### src/rtl/nn_pkg.sv
// Shared definitions for the NN SRAM path: bus widths and the arbiter state encoding.
package nn_pkg;

  localparam int unsigned SRAM_ADDR_W = 20;
  localparam int unsigned SRAM_DATA_W = 16;
  localparam int unsigned WEIGHT_W    = 32;
  localparam int unsigned NN_ADDR_W   = SRAM_ADDR_W - 1;

  typedef enum logic [2:0] {
    IDLE     = 3'd0,
    NN_LO    = 3'd1,
    NN_HI    = 3'd2,
    NN_ACK   = 3'd3,
    WR_SETUP = 3'd4,
    WR_PULSE = 3'd5,
    WR_ACK   = 3'd6
  } sram_arb_state_t;

endpackage

### src/rtl/nn_sram_arbiter.sv
// Arbitrates the external async SRAM between the NN weight reader (two 16-bit halves -> 32-bit)
// and the loader writer, with a starvation guard and programmable strobe width.
module nn_sram_arbiter
  import nn_pkg::*;
#(
  parameter int unsigned ACCESS_CYC   = 2,
  parameter int unsigned MAX_NN_BURST = 8
) (
  input  logic                   Clk,
  input  logic                   Rst_n,
  input  logic                   nn_req,
  input  logic [NN_ADDR_W-1:0]   nn_addr,
  output logic [WEIGHT_W-1:0]    nn_rdata,
  output logic                   nn_ack,
  input  logic                   wr_req,
  input  logic [SRAM_ADDR_W-1:0] wr_addr,
  input  logic [SRAM_DATA_W-1:0] wr_data,
  output logic                   wr_ack,
  output logic                   CE_N,
  output logic                   OE_N,
  output logic                   WE_N,
  output logic                   UB_N,
  output logic                   LB_N,
  output logic [SRAM_ADDR_W-1:0] ADDR,
  output logic [SRAM_DATA_W-1:0] sram_wdata,
  input  logic [SRAM_DATA_W-1:0] sram_rdata,
  output logic                   data_oe
);

  localparam int unsigned CNT_W   = (ACCESS_CYC > 1) ? $clog2(ACCESS_CYC) : 1;
  localparam int unsigned BURST_W = $clog2(MAX_NN_BURST + 1);

  sram_arb_state_t        r_state;
  sram_arb_state_t        w_next_state;
  logic [CNT_W-1:0]       r_cnt;
  logic [BURST_W-1:0]     r_burst_cnt;
  logic [NN_ADDR_W-1:0]   r_nn_addr;
  logic [SRAM_ADDR_W-1:0] r_wr_addr;
  logic [SRAM_DATA_W-1:0] r_wr_data;
  logic [SRAM_DATA_W-1:0] r_lo;

  logic                   w_last;
  logic                   w_grant_nn;
  logic                   w_grant_wr;
  logic [NN_ADDR_W-1:0]   w_nn_addr_sel;
  logic [SRAM_ADDR_W-1:0] w_wr_addr_sel;
  logic [SRAM_DATA_W-1:0] w_wr_data_sel;

  logic                   w_ce_n;
  logic                   w_oe_n;
  logic                   w_we_n;
  logic [SRAM_ADDR_W-1:0] w_addr;
  logic [SRAM_DATA_W-1:0] w_wdata;
  logic                   w_data_oe;
  logic                   w_nn_ack;
  logic                   w_wr_ack;
  logic [WEIGHT_W-1:0]    w_nn_rdata;

  assign w_last = (r_cnt == CNT_W'(ACCESS_CYC - 1));

  // State register
  always_ff @(posedge Clk) begin
    if (!Rst_n) r_state <= IDLE;
    else        r_state <= w_next_state;
  end

  // Next state and arbitration; the writer wins a tie only once the NN burst limit is reached
  always_comb begin
    w_next_state = r_state;
    w_grant_nn   = 1'b0;
    w_grant_wr   = 1'b0;
    case (r_state)
      IDLE: begin
        if (nn_req && !(wr_req && (r_burst_cnt == BURST_W'(MAX_NN_BURST)))) begin
          w_grant_nn   = 1'b1;
          w_next_state = NN_LO;
        end else if (wr_req) begin
          w_grant_wr   = 1'b1;
          w_next_state = WR_SETUP;
        end
      end
      NN_LO:    if (w_last) w_next_state = NN_HI;
      NN_HI:    if (w_last) w_next_state = NN_ACK;
      NN_ACK:   w_next_state = IDLE;
      WR_SETUP: w_next_state = WR_PULSE;
      WR_PULSE: if (w_last) w_next_state = WR_ACK;
      WR_ACK:   w_next_state = IDLE;
      default:  w_next_state = IDLE;
    endcase
  end

  // Output decode from the next state so every pin is registered and aligned with its state
  always_comb begin
    w_ce_n        = 1'b1;
    w_oe_n        = 1'b1;
    w_we_n        = 1'b1;
    w_addr        = '0;
    w_wdata       = '0;
    w_data_oe     = 1'b0;
    w_nn_ack      = 1'b0;
    w_wr_ack      = 1'b0;
    w_nn_rdata    = nn_rdata;
    w_nn_addr_sel = w_grant_nn ? nn_addr : r_nn_addr;
    w_wr_addr_sel = w_grant_wr ? wr_addr : r_wr_addr;
    w_wr_data_sel = w_grant_wr ? wr_data : r_wr_data;
    case (w_next_state)
      NN_LO: begin
        w_ce_n = 1'b0;
        w_oe_n = 1'b0;
        w_addr = {w_nn_addr_sel, 1'b0};
      end
      NN_HI: begin
        w_ce_n = 1'b0;
        w_oe_n = 1'b0;
        w_addr = {r_nn_addr, 1'b1};
      end
      NN_ACK: begin
        w_ce_n     = 1'b0;
        w_addr     = {r_nn_addr, 1'b1};
        w_nn_ack   = 1'b1;
        w_nn_rdata = {sram_rdata, r_lo};
      end
      WR_SETUP, WR_PULSE, WR_ACK: begin
        w_ce_n    = 1'b0;
        w_we_n    = (w_next_state != WR_PULSE);
        w_addr    = w_wr_addr_sel;
        w_wdata   = w_wr_data_sel;
        w_data_oe = 1'b1;
        w_wr_ack  = (w_next_state == WR_ACK);
      end
      default: ;
    endcase
  end

  always_ff @(posedge Clk) begin
    if (!Rst_n) begin
      r_cnt       <= '0;
      r_burst_cnt <= '0;
      r_nn_addr   <= '0;
      r_wr_addr   <= '0;
      r_wr_data   <= '0;
      r_lo        <= '0;
      CE_N        <= 1'b1;
      OE_N        <= 1'b1;
      WE_N        <= 1'b1;
      UB_N        <= 1'b1;
      LB_N        <= 1'b1;
      ADDR        <= '0;
      sram_wdata  <= '0;
      data_oe     <= 1'b0;
      nn_ack      <= 1'b0;
      wr_ack      <= 1'b0;
      nn_rdata    <= '0;
    end else begin
      r_cnt <= (w_next_state == r_state) ? r_cnt + CNT_W'(1) : '0;
      if (w_grant_wr)      r_burst_cnt <= '0;
      else if (w_grant_nn) r_burst_cnt <= wr_req ? r_burst_cnt + BURST_W'(1) : '0;
      if (w_grant_nn) r_nn_addr <= nn_addr;
      if (w_grant_wr) begin
        r_wr_addr <= wr_addr;
        r_wr_data <= wr_data;
      end
      if ((r_state == NN_LO) && w_last) r_lo <= sram_rdata;
      CE_N       <= w_ce_n;
      OE_N       <= w_oe_n;
      WE_N       <= w_we_n;
      UB_N       <= w_ce_n;
      LB_N       <= w_ce_n;
      ADDR       <= w_addr;
      sram_wdata <= w_wdata;
      data_oe    <= w_data_oe;
      nn_ack     <= w_nn_ack;
      wr_ack     <= w_wr_ack;
      nn_rdata   <= w_nn_rdata;
    end
  end

endmodule

### config.mk
export PLATFORM = sky130hd
export DESIGN_NAME = nn_sram_arbiter
export DESIGN_NICKNAME = d
export VERILOG_FILES = /design/src/rtl/nn_pkg.sv /design/src/rtl/nn_sram_arbiter.sv
export SDC_FILE = /design/constraint.sdc
export NUM_CORES = 1
export LEC_CHECK = 0
export ABC_CLOCK_PERIOD_IN_PS = 4610
export BUFFER_PORTS_ARGS = -buffer_cell sky130_fd_sc_hd__buf_2
export CORE_MARGIN = 5
export CORE_UTILIZATION = 56
export DETAILED_ROUTE_END_ITERATION = 8
export PLACE_DENSITY = 0.89
export SYNTH_ARGS = -nofsm -noshare
export SYNTH_HDL_FRONTEND = slang
export SYNTH_SLANG_ARGS = --single-unit
### constraint.sdc
create_clock -name Clk -period 4.61 [get_ports Clk]
set_clock_uncertainty 0.2 [all_clocks]
set_input_delay 1.383 -clock Clk [delete_from_list [all_inputs] [get_ports Clk]]
set_output_delay 1.383 -clock Clk [all_outputs]
set_load 0.1 [all_outputs]
==> impl_metrics.csv <==
group,metric,value,unit
sta,slew_headroom,27.3,%
sta,finalMaxSlewViolations,0,
clock_network,cts_made_buffers,17,
detailed_routing,first_iter_violations,214,
synth,syn_avg_cell_area,9.71,um^2
placed_design,hpwl,9150,um
min_path,holdCritStartpoint,"nn_rdata[17]",
clock_network,cts_tree,"yes",
grt,grt_util_met2,37.4,%
critical_path,critPathSlowestCell,"or4b_4",
synth,synthDistinctLibCells,36,
critical_path,start_kind,"primary input",
floorplanning,rows,37,
grt,top_usage_layer,"met2",
synth,netlist_instances,593,
placed_design,io_buffers,150,
synth,yosys.area.top_type_share,53.2,%
placed_design,gp_congestion,0.826,
critical_path,worst-path-max-fanout,26,
synth,synthesis.area,5760,um^2
sta,finalCritPeriodShare,68.5,%
synth,synth_nets,670,
cells_and_area,final.fill_count,744,
grt,use_met1,25.3,%
synth,synth_most_common_cell,"dfxtp_1",
cells_and_area,drive_gt1_share,29.2,%
min_path,holdCritPathClass,"flop to flop",
sta,hold_viol,0,
cells_and_area,diodes,0,
clock_network,cts_setup_buffers,0,
floorplanning,die_w,111,um
power,vdd_ir_drop_max,268,uV
critical_path,path_cells,"buf_2, or4b_4, a21oi_4, buf_12, mux2i_1, nor2b_1",
grt,antenna_found_initial,1,
critical_path,critPathKind,"primary input to flop",
clock_network,hold_buffers,0,
critical_path,required,4.80,ns
cells_and_area,nets,800,
floorplanning,die_y,111,um
grt,grt_use_met3,6.47,%
power,power_density,471,nW/um^2
critical_path,reg2reg_to,"r_wr_addr[2]",
critical_path,reg2reg_from,"r_state[2]",
job,maxCapViolations,0,
clock_network,clk_latency,0.52,ns
detailed_routing,antenna_left,0,
synth,synth_edf_count,0,
sta,fin_tns_setup,0,ns
clock_network,numClockSinks,153,
critical_path,end_kind,"flop",
grt,grt_pass1_wl,22100,um
sta,rsz0062_at_grt,"no",
clock_network,cts_htree_levels,4,
critical_path,cp_slowest_stage_delay,0.51,ns
synth,ys.flop_type,"dfxtp_1",
detailed_routing,via_per_inst,5.24,
sta,tightest_slew,1.09,ns
synth,yosys.area.top_type,"dfxtp_1",
detailed_routing,wl_per_cell,15.5,um
clock_network,clk_pin_slew_worst_paths,0.06,ns
grt,grt_use_total,21.8,%
floorplanning,start_util,56.5,%
floorplanning,core-area,10200,um^2
detailed_routing,postRouteWirelength,13500,um
clock_network,cts.repair.resized,0,
critical_path,rrSetupSlack,1.99,ns
grt,grt-ovfl-total,0,
detailed_routing,dr.pass1.iters,4,
critical_path,arrival,3.34,ns
cells_and_area,area_growth_syn_to_layout,24.7,%
detailed_routing,drc,0,
synth,seq_area_frac_synth,53.2,%
sta,clock.fmax,317,MHz
sta,setup_slack,1.45,ns
placed_design,dpl_worst_slack,0.921,ns
sta,setup_viol,0,
synth,ys_seq_elements,153,
critical_path,r2r_cells,5,
outcome,outcome,"finished clean",
floorplanning,ios,151,
min_path,whs_endpoint,"nn_rdata[17]",
detailed_routing,num_vias,4566,
clock_network,clock_path_buffers,2,
synth,async_flop_share,0,%
grt,grt_max_degree,76,
clock_network,root_buffer,"clkbuf_8",
grt,grt_pass1_vias,4654,
synth,netlist_top_cells_area,"dfxtp_1 (53%), nand2_1 (9.4%), a21boi_0 (9.0%)",
power,p_leak,2.90,nW
min_path,min_path_cells,2,
synth,yosys_warnings,0,
synth,yosys-top-cells-count,"dfxtp_1 (153), nand2_1 (144), a21boi_0 (69), nor2b_1 (39), mux2i_1 (36)",
floorplanning,die_area,12400,um^2
sta,fin_crit,3.16,ns
## per-stage QoR
step / instances / utilization (%) / instance area [um^2] / total power [mW] / hold WS, ns
final: 872 / 70.5 / 7180 / 3.38 / 0.262
after global routing: 872 / 70.5 / 7180 / 3.50 / 0.283
after CTS: 872 / 70.5 / 7180 / 3.40 / 0.264
after detailed placement: 840 / 64.3 / 6550 / 1.94 / 0.256
after global placement: 840 / 64.3 / 6550 / 1.92 / 0.249
after floorplan: 593 / - / 5760 / 1.83 / 0.241
## flip-flops by register name (all words and copies together), names as in the netlist
signal,flops
OE_N,1
ADDR,20
r_nn_addr,19
r_wr_data,16
r_lo,16
r_burst_cnt,4
nn_rdata,32
nn_ack,1
wr_ack,1
r_wr_addr,20
r_cnt,1
LB_N,1
sram_wdata,16
WE_N,1
r_state,3
data_oe,1
## layout make-up
cell class / count / area (um^2) / share of cell area (%)
clock buffer: 19 / 432 / 6.01
clock inverter: 13 / 200 / 2.79
inverter: 7 / 26.3 / 0.366
multi-input combinational: 387 / 2470 / 34.4
sequential: 153 / 3060 / 42.7
tap: 136 / 170 / 2.37
timing repair buffer: 157 / 816 / 11.4
## power breakdown
part	leakage (nW)	switching, mW	total, mW	internal, mW
combinational	1.36	0.364	0.499	0.135
sequential	1.24	0.0333	1.42	1.39
clock	0.300	0.523	1.47	0.943
total	2.90	0.920	3.38	2.46
## routing by layer
metal | vias to the layer above | part of all wire (%)
met2 | 136 | 51
li1 | 2254 | -
met4 | 2 | 1.7
met3 | 17 | 5.6
met1 | 2157 | 42
met5 | - | 0.052
## layout by cell type (no fill, tap or decap), types with 5 or more instances in the layout
master       n
buf_2      150
buf_4        6
nand2_1    144
dfxtp_1    153
a22oi_1     19
inv_1        7
o22ai_2     19
nor2b_1     39
clkbuf_16   16
a21boi_0    69
bufinv_16    5
mux2i_1     36
nor2_1      18
## worst max-delay path: cells and delay by family
family,cells,cell delay (ns)
simple gates,2,0.62
compound gates,1,0.45
buf+inv,2,0.52
mux,1,0.34
## worst max path at each step
stage           start      endpoint  slack (ns)  cells after the start
3_5_place_dp   wr_req  r_wr_addr[2]        0.92                      6
4_1_cts        wr_req  r_wr_addr[2]        1.47                      6
6_report       wr_req  r_wr_addr[2]        1.45                      6
2_1_floorplan  wr_req      ADDR[19]        1.48                      7
3_3_place_gp   wr_req      ADDR[17]        1.02                      6
5_1_grt        wr_req  r_wr_addr[2]        1.39                      6
## logic make-up (layout without fill, tap and decap cells)
kind of cell	Yosys count	after routing	synth area share, %
AOI/OAI and AO/OA	127	127	17.9
muxes	36	36	6.26
DFF	153	153	53.2
adders and majority gates	2	2	0.435
buffers and inverters	53	196	4.85
and+or+nand+nor	222	222	17.3
Power figures use the tool's default switching activity.
